[config.mk]
export PLATFORM = sky130hd
export DESIGN_NAME = regfile_wb_arbiter
export DESIGN_NICKNAME = d
export VERILOG_FILES = /design/src/rtl/regfile_wb_arbiter.sv
export SDC_FILE = /design/constraint.sdc
export NUM_CORES = 1
export LEC_CHECK = 0
export CORE_UTILIZATION = 44
export CTS_CLUSTER_SIZE = 24
export DETAILED_ROUTE_END_ITERATION = 8
export MAX_ROUTING_LAYER = met4
export PLACE_DENSITY_LB_ADDON = 0.1
export RECOVER_POWER = 50
export SYNTH_ARGS = -nofsm -noshare
export SYNTH_HDL_FRONTEND = slang
export SYNTH_SLANG_ARGS = --single-unit
[constraint.sdc]
create_clock -name clk -period 2.4 [get_ports clk]
set_input_delay 0.48 -clock clk [delete_from_list [all_inputs] [get_ports clk]]
set_output_delay 0.48 -clock clk [all_outputs]
set_load 0.005 [all_outputs]
[src/rtl/regfile_wb_arbiter.sv]
// Writeback arbiter for the single register-file write port (EXU vs LSU), with a
// one-stage registered write buffer and a pending-write scoreboard for RAW detection.
module regfile_wb_arbiter #(
  parameter int ADDR_WIDTH   = 5,
  parameter int DATA_WIDTH   = 64,
  parameter int STARVE_LIMIT = 4
) (
  input  logic                  clk,
  input  logic                  rst_n,
  input  logic                  exu_valid,
  output logic                  exu_ready,
  input  logic [ADDR_WIDTH-1:0] exu_rd,
  input  logic [DATA_WIDTH-1:0] exu_data,
  input  logic                  lsu_valid,
  output logic                  lsu_ready,
  input  logic [ADDR_WIDTH-1:0] lsu_rd,
  input  logic [DATA_WIDTH-1:0] lsu_data,
  input  logic                  iss_set,
  input  logic [ADDR_WIDTH-1:0] iss_rd,
  input  logic [ADDR_WIDTH-1:0] chk_rs1,
  input  logic [ADDR_WIDTH-1:0] chk_rs2,
  output logic                  rs1_busy,
  output logic                  rs2_busy,
  output logic                  rf_wen,
  output logic [ADDR_WIDTH-1:0] rf_rd,
  output logic [DATA_WIDTH-1:0] rf_data
);

  localparam int              NUM_REGS   = 1 << ADDR_WIDTH;
  localparam logic [3:0]      STARVE_MAX = 4'(STARVE_LIMIT);
  localparam logic [ADDR_WIDTH-1:0] REG_ZERO = {ADDR_WIDTH{1'b0}};

  logic                  exu_gnt_s;
  logic                  lsu_gnt_s;
  logic                  accept_s;
  logic [ADDR_WIDTH-1:0] win_rd_s;
  logic [DATA_WIDTH-1:0] win_data_s;

  logic [3:0]            starve_q, starve_d;
  logic                  rf_wen_q, rf_wen_d;
  logic [ADDR_WIDTH-1:0] rf_rd_q, rf_rd_d;
  logic [DATA_WIDTH-1:0] rf_data_q, rf_data_d;
  logic [NUM_REGS-1:0]   pending_q, pending_d;

  // Arbitration: LSU wins contention unless EXU has been starved STARVE_LIMIT times.
  always_comb begin
    exu_gnt_s = 1'b0;
    lsu_gnt_s = 1'b0;
    if (exu_valid && (!lsu_valid || (starve_q == STARVE_MAX))) begin
      exu_gnt_s = 1'b1;
    end else if (lsu_valid) begin
      lsu_gnt_s = 1'b1;
    end else begin
      exu_gnt_s = 1'b0;
      lsu_gnt_s = 1'b0;
    end
  end

  // Readies are forced low while reset is asserted, independent of the clock.
  assign exu_ready = exu_gnt_s & rst_n;
  assign lsu_ready = lsu_gnt_s & rst_n;
  assign accept_s  = exu_gnt_s | lsu_gnt_s;

  // Winner select feeding the output buffer.
  always_comb begin
    win_rd_s   = lsu_rd;
    win_data_s = lsu_data;
    if (exu_gnt_s) begin
      win_rd_s   = exu_rd;
      win_data_s = exu_data;
    end else begin
      win_rd_s   = lsu_rd;
      win_data_s = lsu_data;
    end
  end

  // Starve counter: counts contested EXU losses, cleared by any EXU grant.
  always_comb begin
    starve_d = starve_q;
    if (exu_gnt_s) begin
      starve_d = 4'd0;
    end else if (exu_valid && lsu_gnt_s && (starve_q != STARVE_MAX)) begin
      starve_d = starve_q + 4'd1;
    end else begin
      starve_d = starve_q;
    end
  end

  // Output buffer next state; x0 writes are accepted but never reach the register file.
  always_comb begin
    rf_wen_d  = accept_s && (win_rd_s != REG_ZERO);
    rf_rd_d   = rf_rd_q;
    rf_data_d = rf_data_q;
    if (rf_wen_d) begin
      rf_rd_d   = win_rd_s;
      rf_data_d = win_data_s;
    end else begin
      rf_rd_d   = rf_rd_q;
      rf_data_d = rf_data_q;
    end
  end

  // Scoreboard next state: clear on commit, then set on issue so a same-edge set wins.
  always_comb begin
    pending_d = pending_q;
    if (rf_wen_q) begin
      pending_d[rf_rd_q] = 1'b0;
    end else begin
      pending_d = pending_q;
    end
    if (iss_set && (iss_rd != REG_ZERO)) begin
      pending_d[iss_rd] = 1'b1;
    end else begin
      pending_d[0] = 1'b0;
    end
    pending_d[0] = 1'b0;
  end

  // State registers.
  always_ff @(posedge clk or negedge rst_n) begin
    if (!rst_n) begin
      starve_q  <= 4'd0;
      rf_wen_q  <= 1'b0;
      rf_rd_q   <= REG_ZERO;
      rf_data_q <= {DATA_WIDTH{1'b0}};
      pending_q <= {NUM_REGS{1'b0}};
    end else begin
      starve_q  <= starve_d;
      rf_wen_q  <= rf_wen_d;
      rf_rd_q   <= rf_rd_d;
      rf_data_q <= rf_data_d;
      pending_q <= pending_d;
    end
  end

  assign rf_wen   = rf_wen_q;
  assign rf_rd    = rf_rd_q;
  assign rf_data  = rf_data_q;
  assign rs1_busy = pending_q[chk_rs1];
  assign rs2_busy = pending_q[chk_rs2];

endmodule
==> results of run 1 <==
==> per-stage QoR <==
step | utilization [%] | cell area [µm²] | power, mW
floorplan | - | 5628 | 3.349
global placement | 68.10 | 8351 | 4.328
detailed placement | 68.10 | 8351 | 4.407
CTS | 70.59 | 8656 | 5.866
global route | 70.72 | 8672 | 6.154
finish | 70.72 | 8672 | 5.842
==> flip-flops by register name (all words and copies together) (netlist names) <==
name / cells
pending_q: 31
rf_data: 64
rf_wen: 1
rf_rd: 5
starve_q: 4
==> routing by layer <==
| layer | global-route usage (%) | up-vias |
|---|---|---|
| li1 | - | 2192 |
| met1 | 28.58 | 2331 |
| met2 | 44.18 | 186 |
| met3 | 7.116 | 29 |
| met4 | 10.30 | 0 |
| met5 | - | - |
==> logic make-up (layout without fill, tap and decap cells) <==
kind of cell / after synthesis / in the layout
muxes: 162 / 162
DFF: 105 / 105
AOI/OAI and AO/OA: 86 / 86
and+or+nand+nor: 68 / 68
buffers and inverters: 31 / 289
adders and majority gates: 2 / 2
xor gates and xnor gates: 2 / 2
==> worst max-delay path by stage <==
| stage | end | slack [ns] | cells past startpoint |
|---|---|---|---|
| floorplan | rf_data[26] | 0.27 | 7 |
| CTS | rs2_busy | 0.02 | 5 |
| detailed placement | rs2_busy | -0.53 | 6 |
| finish | rs1_busy | 0.08 | 5 |
| global placement | rs2_busy | -0.50 | 6 |
| global route | lsu_ready | 0.01 | 6 |
==> cell type report <==
class | count | area (µm²)
well taps | 168 | 210.2
clock inverters | 4 | 53.80
flip-flops and latches | 105 | 2628
multi-input cells | 320 | 2868
repair buffers | 267 | 2654
fillers | 942 | 3590
clock buffers | 12 | 236.5
inverters | 6 | 22.52
==> worst max-delay path, delay by kind of cell (launching register included) <==
family,cells,cell delay (ns)
AO/OA/AOI/OAI,1,0.08
buffers and inverters,1,0.27
flip-flops,1,0.42
multiplexers,1,0.47
AND/OR/NAND/NOR,2,0.25
==> power groups by stage <==
stage / combinational (mW) / clock [mW] / sequential (mW)
after floorplan: 0.881 / 0 / 2.47
after global placement: 1.74 / 0 / 2.58
after detailed placement: 1.81 / 0 / 2.59
after CTS: 1.82 / 1.48 / 2.57
after global routing: 1.97 / 1.55 / 2.63
final: 1.81 / 1.46 / 2.58
==> cells in the final DEF (no fill, tap or decap), types with 2 or more instances in the layout <==
cell,instances
sky130_fd_sc_hd__a211oi_1,2
sky130_fd_sc_hd__nand2_1,8
sky130_fd_sc_hd__a21oi_1,6
sky130_fd_sc_hd__dfrtp_1,105
sky130_fd_sc_hd__nand2b_1,4
sky130_fd_sc_hd__clkdlybuf4s50_1,215
sky130_fd_sc_hd__xor2_1,2
sky130_fd_sc_hd__clkbuf_1,5
sky130_fd_sc_hd__mux2_2,34
sky130_fd_sc_hd__clkbuf_16,9
sky130_fd_sc_hd__a22oi_1,4
sky130_fd_sc_hd__nand3_1,13
sky130_fd_sc_hd__inv_1,5
sky130_fd_sc_hd__nand4_1,5
sky130_fd_sc_hd__buf_4,25
sky130_fd_sc_hd__o211ai_1,3
sky130_fd_sc_hd__o21ai_0,63
sky130_fd_sc_hd__dlygate4sd3_1,4
sky130_fd_sc_hd__ha_1,2
sky130_fd_sc_hd__or3_1,2
sky130_fd_sc_hd__clkbuf_2,2
sky130_fd_sc_hd__mux2_1,82
sky130_fd_sc_hd__mux2_4,19
sky130_fd_sc_hd__mux4_2,6
sky130_fd_sc_hd__nor2b_1,4
sky130_fd_sc_hd__o2111ai_1,2
sky130_fd_sc_hd__or4_4,2
sky130_fd_sc_hd__or3b_2,3
sky130_fd_sc_hd__nand3b_1,11
sky130_fd_sc_hd__nor2_1,12
sky130_fd_sc_hd__o21ai_1,3
sky130_fd_sc_hd__mux2i_1,20
sky130_fd_sc_hd__buf_12,8
sky130_fd_sc_hd__clkinvlp_4,2
sky130_fd_sc_hd__dlygate4sd2_1,8
==> timing repair <==
action                     CTS  global route
pin swaps                    4             1
gates resized for setup     16             2
setup buffers                4             2
setup endpoints to repair    4             5
==> flow_results.org, run 1 <==
** Route
- DRC violation total after the first TritonRoute iteration :: about 220
- In the final routed layout, each cell accounts on average for between 15 and 20 µm.
- Final WL :: ~16 mm
- Highest layer used for signal routing :: met4
- In the routed design, unresolved DRC markers number 0.
- Before antenna repair, the detailed router went through 4 iterations.
- Across all layers, the routed design uses roughly 4.7k vias.
- Detailed routing placed a total of 8.122 mm of wire on met2.
- After detailed routing, the number of vias per cell comes to about 5.4.
- Antenna Nets Post-Route :: 0
- Routed metal-1 wirelength :: between 6 and 7 mm
- Detailed routing placed a total of 1.152 mm of wire on met3.

** Worst setup path
- Worst-path cell chain :: mux4_2 > nand2b_1 > o211ai_1 > nand4_1 > dlygate4sd2_1
- Of all nets on the critical path, the largest fanout is 3.
- Data on the critical path arrives at its endpoint at ~1.8 ns.
- Critical register-to-register path endpoint :: rf_data[14]
- The slowest stage of the critical path belongs to the cell sky130_fd_sc_hd__mux4_2.
- Required time of the critical path :: around 1.9 ns
- Across all register-to-register paths, the minimum setup slack is approximately 0.17 ns.
- Crit path launch :: pending_q[7]
- Critical path class :: reg -> out
- The largest single stage delay on the critical path is roughly 0.47 ns.
- R2R cell count :: 9
- The worst register-to-register path begins at starve_q[0].
- Crit path capture type :: output pin
- The worst setup path is launched from a flop.

** Yosys
- Number of enable-type register cells in the synthesized netlist :: 0
- Post-synthesis sequential area ratio :: a little under half
- Cell taking the most area after synthesis :: sky130_fd_sc_hd__dfrtp_1
- The synthesized netlist devotes under 10% of its cell area to compound gates.
- Total of warnings raised by yosys :: 0
- The average instance in the mapped netlist occupies 12.34 µm².
- Number of cells produced by synthesis :: approximately 460
- Most common cell in the synthesized netlist :: sky130_fd_sc_hd__dfrtp_1
- Synth Net Count :: 616
- FF+latch count, synth :: about 110
- Total standard cell area after synthesis :: between 5000 and 6000 µm²
- Among all flip-flop cells after synthesis, the most frequent one is sky130_fd_sc_hd__dfrtp_1.
- Main combinational cell family by area after synthesis :: multiplexers
- Async set-reset flop share out of synthesis :: between 90% and 100%
- Adder-Cell Fraction of Synth Area :: 0.4446%
- Unique cell type count in the Yosys netlist :: 37
- Xor/xnor share of the synthesized area :: less than 1%
- After synthesis, the largest area contributor takes up a little under half of total cell area.
- Synth Area in Simple Gates :: under 10%
- In the post-synthesis netlist, the biggest area contributors are sky130_fd_sc_hd__dfrtp_1, sky130_fd_sc_hd__mux2_1, sky130_fd_sc_hd__mux2_2, sky130_fd_sc_hd__o21ai_0, sky130_fd_sc_hd__mux2_4.
- Fraction of synthesized area in multiplexers :: 34.42%
- Top post-synthesis cells by count :: sky130_fd_sc_hd__dfrtp_1, sky130_fd_sc_hd__mux2_1, sky130_fd_sc_hd__o21ai_0, sky130_fd_sc_hd__mux2_2, sky130_fd_sc_hd__mux2i_1

** CTS
- Hold buffer count at CTS :: 0
- Clock Path Buffers :: 2
- H-tree lvl count :: 3
- The cell sitting at the root of the clock tree is a sky130_fd_sc_hd__clkbuf_16.
- TritonCTS sink count :: 105
- Clock-pin slew was measured on the worst setup and hold paths at ~0.07 ns.
- Clock tree from TritonCTS :: done
- The later pin in the worst-skew pair is clocked with a latency of about 0.34 ns.
- Number of buffers added by the clock tree synthesis step :: 9

** Power
- Internal power comes to approximately 4.1 mW.
- Maximum resistive drop on vdd :: ~0.0004 V
- For this design the static power due to leakage is around 3.5 nW.
- Relative contribution of the clock network to total power :: 24.9%
- Power per unit of standard cell area :: around 670 nW/µm²
- P_sw :: between 1.5 and 2 mW
- Of the total power, combinational logic draws between 30% and 40%.
- Share of total power in sequential cells :: roughly 44%
- Switching power share of the total :: ~29%

** Global routing
- Tot GR Track Use :: about a quarter
- Antenna violations before repair :: 0
- Largest net degree at the start of global routing :: between 60 and 70
- The via count of the first global-routing pass is between 5k and 6k.
- After global routing the overflow that remains totals 0.
- Wire length of the first global-routing pass :: 25.27 mm

** Die
- DIE HEIGHT :: between 100 and 150 µm
- The total area inside the core boundary comes to between 10000 and 15000 µm².
- Die area :: around 13000 µm²
- The floorplan step set the die width to 115.1 µm.
- Effective utilization at floorplan :: a little under half
- After floorplanning, the core was divided into 40 placement rows.
- Top Ports :: between 200 and 250

** Final layout
- The final layout contains a little under 900 nets.
- After the flow finishes, the layout carries non-filler instances totaling between 800 and 900.
- The number of antenna diodes in the final layout is 0.
- The area growth from synthesis to layout is 54.09%.
- The post-route netlist has around 17% of its cells at a drive strength greater than 1.

** Timing
- Adding up every negative setup slack in the final design gives 0 ns.
- Hold violation total from the final report :: 0
- Subtracting the final worst setup slack from the clock period gives about 2.3 ns.
- Setup-violating endpoint count in the final report :: 0
- Headroom to the max-slew limit came out at -9.338%.
- Fmax :: 431.3 MHz
- Final Hold Slack :: 0.4731 ns
- Worst setup slack after layout :: approximately 0.081 ns
- In the finished design, the share of the clock period the worst path needs comes to roughly 97%.
- Setup repair after global routing missed its margin :: no
- Transition at the pin with the smallest max-transition slack :: 1.640 ns
- Final-report max-slew violation count :: 67
- Clock skew on the completed layout was measured at around 0.0067 ns.

** Place
- Placed cell count :: 860
- Timing analysis after detailed placement gives a worst setup slack of -0.5297 ns.
- Input and output buffers added on the ports amount to approximately 230.
- Half-perimeter wire length after detailed placement :: 12.21 mm
- At the end of routability-driven placement, the weighted congestion stood at approximately 0.84.

** Run status
- Status :: finished with violations
- Violations in the final reports :: max-capacitance violations, max-slew violations

** Run
- Max_cap viols :: 1

** Worst hold path
- The path class of the tightest hold or removal check is in -> async.
Note: power is estimated with default switching activity, not from simulation.
==> inputs of run 2 (changes only) <==
--- a/config.mk
+++ b/config.mk
@@ -11,6 +11,7 @@
 export MAX_ROUTING_LAYER = met4
 export PLACE_DENSITY_LB_ADDON = 0.1
 export RECOVER_POWER = 50
+export SKIP_LAST_GASP = 1
 export SYNTH_ARGS = -nofsm -noshare
 export SYNTH_HDL_FRONTEND = slang
 export SYNTH_SLANG_ARGS = --single-unit
==> run 2 against run 1 <==
  * The run still ends with max-capacitance violations, max-slew violations left
  * Die area unchanged
  * Cell count increased by 0.45%
  * Clock power about the same
  * Worst setup slack got worse by 0.010 ns
  * Non-clock buffer count increased by 4
  * Register-to-register slack got worse by 0.09 ns
  * Worst hold slack improved by 0.0049 ns
  * Sequential power about the same
  * Sequential share of layout area decreased by 0.23 points
  * Maximum frequency decreased by 0.43%
  * Critical endpoint is now lsu_ready
  * Largest cell class unchanged
==> flow_results.org, run 2 (same netlist as run 1, synthesis figures left out) <==
** Route
- The routed length per instance came to 18.08 µm (+0.70%).
- Residual DRC count :: 0 (unchanged)
- DRT Pass-1 Iters :: 4 (unchanged)
- Antenna Nets Post-Route :: 0 (unchanged)
- DRC violation total after the first TritonRoute iteration :: 198 (-7.9%)
- The wire length reported by the detailed router was 16.02 mm (+1.2%).
- Number of vias after detailed routing :: 4733 (-0.11%)
- Via density per instance :: 5.342 (-0.56%)

** Power
- The post-layout total power came to 5.872 mW (+0.51%).
- The part of the total power dissipated in combinational logic was 31.2% (+0.3 points).
- The worst vdd rail ir drop is 0.0004087 V (+0.27%).
- The internal power contribution is 4.170 mW (+0.54%).
- The static power due to leakage came to 3.573 nW (+1.2%).
- Power per unit of standard cell area :: 672.0 nW/µm² (-0.25%)
- Share of total power in sequential cells :: 44.0% (-0.2 points)
- The switching share of power is 28.98% (about the same).
- The clock group share of total power came to 24.8% (about the same).
- The net switching power came to 1.702 mW (+0.44%).

** Final layout
- Flip-flop count of the largest register after layout :: 64 (unchanged)
- The net count of the finished layout came to 873 (+0.46%).
- Highest-count cells in the layout ignoring fill and taps :: sky130_fd_sc_hd__clkdlybuf4s50_1, sky130_fd_sc_hd__dfrtp_1, sky130_fd_sc_hd__mux2_1, sky130_fd_sc_hd__o21ai_0, sky130_fd_sc_hd__mux2_2
- Growth of design area from synthesis to finish :: 55.27%
- Fraction of layout instances using a drive strength above 1 :: 17.27% (+0.74 points)
- Leaving out fill and tap cells, the most frequent cell in the layout is sky130_fd_sc_hd__clkdlybuf4s50_1.
- Diodes inserted :: 0 (unchanged)

** Timing
- The number of setup violations in the final report came to 0 (unchanged).
- The maximum frequency from static timing analysis is 429.4 MHz (-0.43%).
- The clock tree skew after final layout is 0.005753 ns (-0.0009920 ns).
- The minimum clock period after layout is 2.329 ns (+0.01003 ns).
- Hold violation total from the final report :: 0 (unchanged)
- Final setup TNS :: 0 ns (unchanged)
- Transition at the pin with the smallest max-transition slack :: 1.644 ns (+0.003577 ns)
- The final period utilization is 97.03% (+0.42 points).
- Relative slew slack :: -9.577% (-0.24 points)
- The max-slew violation count is 67 (unchanged).
- Setup repair after global routing missed its margin :: yes

** Worst setup path
- Critical Path AT :: 1.85 ns (about the same)
- The largest fanout on the critical path came to 3 (unchanged).
- STA classifies the critical path startpoint as a flop.
- Required time of the critical path :: 1.92 ns (about the same)
- Minimum setup slack among reg-to-reg paths :: 0.08 ns (-0.09 ns)
- Crit path capture type :: output pin
- Critical register-to-register path endpoint :: rf_data[14]
- Critical path class :: reg -> out
- The worst register-to-register path begins at starve_q[0].
- R2R cell count :: 10 (+1)

** Global routing
- The via count of the first global-routing pass is 5089 (unchanged).
- The pin count of the biggest net entering global routing is 67 (unchanged).
- The combined global-route utilization of all metal layers was 25.87% (unchanged).
- Antenna violations before repair :: 0 (unchanged)
- The global-route wire length before repair was 25.27 mm (unchanged).
- The total congestion overflow came to 0 (unchanged).

** CTS
- Clock tree from TritonCTS :: done
- The count of H-tree levels built during CTS is 3 (unchanged).
- Clock Path Buffers :: 2 (unchanged)
- Clock slew seen by the registers of the worst setup and hold paths :: 0.07 ns (about the same)
- The worst-skew pair later-pin latency was 0.34 ns (about the same).
- The number of CTS-inserted buffers was 9 (unchanged).
- The clock sink total came to 105 (unchanged).
- Clock tree synthesis selected as its root buffer the cell sky130_fd_sc_hd__clkbuf_16.
- The hold buffer count at CTS was 0 (unchanged).

** Die
- Number of standard-cell rows in the floorplan :: 40 (unchanged)
- The number of top-level design ports came to 232 (unchanged).
- Die span in x :: 115.1 µm (unchanged)
- Placeable core area :: 12260 µm² (unchanged)
- The starting density of the core was 45.90% (unchanged).
- The chip height came to 115.1 µm (unchanged).
- The full die area is 13250 µm² (unchanged).

** Place
- Count of input and output buffers :: 231 (unchanged)
- The detailed placement HPWL came to 12.21 mm (unchanged).
- The final weighted congestion of routability-driven global placement came to 0.8447 (unchanged).

** Run status
- The checks that failed: max-capacitance violations, max-slew violations.
- Status :: finished with violations

** Worst hold path
- Class of the tightest hold or removal check :: in -> async

** Run
- The number of max-capacitance violations reported is 1 (unchanged).
==> run 2: worst max path at each step <==
stage	from	depth (start not counted)	endpoint	slack [ns]
4_1_cts	starve_q[0]	6	exu_ready	-0.1
5_1_grt	starve_q[0]	10	rf_data[14]	-0.05
2_1_floorplan	exu_valid	7	rf_data[26]	0.27
3_5_place_dp	chk_rs2[0]	6	rs2_busy	-0.53
6_report	starve_q[0]	7	lsu_ready	0.07
3_3_place_gp	chk_rs2[0]	6	rs2_busy	-0.50
==> run 2: cell type report <==
| type | instances | area [µm²] |
|---|---|---|
| fillers | 938 | 3523 |
| multi-input cells | 320 | 2870 |
| repair buffers | 271 | 2718 |
| flip-flops and latches | 105 | 2628 |
| clock buffers | 12 | 236.5 |
| well taps | 168 | 210.2 |
| clock inverters | 4 | 53.80 |
| inverters | 6 | 22.52 |
==> run 2: stage by stage <==
stage	cells	hold WS [ns]	setup slack [ns]	instance area [µm²]	utilization [%]
floorplan	456	0.1844	0.2729	5628	-
global placement	860	0.4673	-0.4967	8351	68.10
detailed placement	860	0.4737	-0.5297	8351	68.10
CTS	880	0.2109	-0.09594	8657	70.60
global route	886	0.4999	-0.04547	8738	71.27
finish	886	0.4781	0.07134	8738	71.27
==> run 2: metal layers <==
layer	part of all wire (%)	GRT usage (%)
met1	39	28.58
met5	0	-
met3	7.1	7.116
met2	52	44.18
met4	2.2	10.30
==> run 2: power groups by stage <==
stage | combinational, mW | clock, mW | sequential (mW)
floorplan | 0.881 | 0 | 2.47
global placement | 1.74 | 0 | 2.58
detailed placement | 1.81 | 0 | 2.59
CTS | 1.82 | 1.48 | 2.57
global route | 2.00 | 1.55 | 2.63
finish | 1.83 | 1.46 | 2.58
==> run 2: what timing repair did <==
item,4_1_cts,5_1_grt
pin swaps,4,1
endpoints found under the setup margin,4,6
gates resized for setup,15,6
setup buffers,4,5
gates cloned,0,1
==> run 2: critical path, stage by stage (launching register included) <==
cell	delay, ns
sky130_fd_sc_hd__dfrtp_1	0.41
sky130_fd_sc_hd__inv_2	0.08
sky130_fd_sc_hd__ha_2	0.16
sky130_fd_sc_hd__nand3b_1	0.14
sky130_fd_sc_hd__a21oi_4	0.19
sky130_fd_sc_hd__buf_4	0.12
sky130_fd_sc_hd__and3b_1	0.17
sky130_fd_sc_hd__clkdlybuf4s15_1	0.23
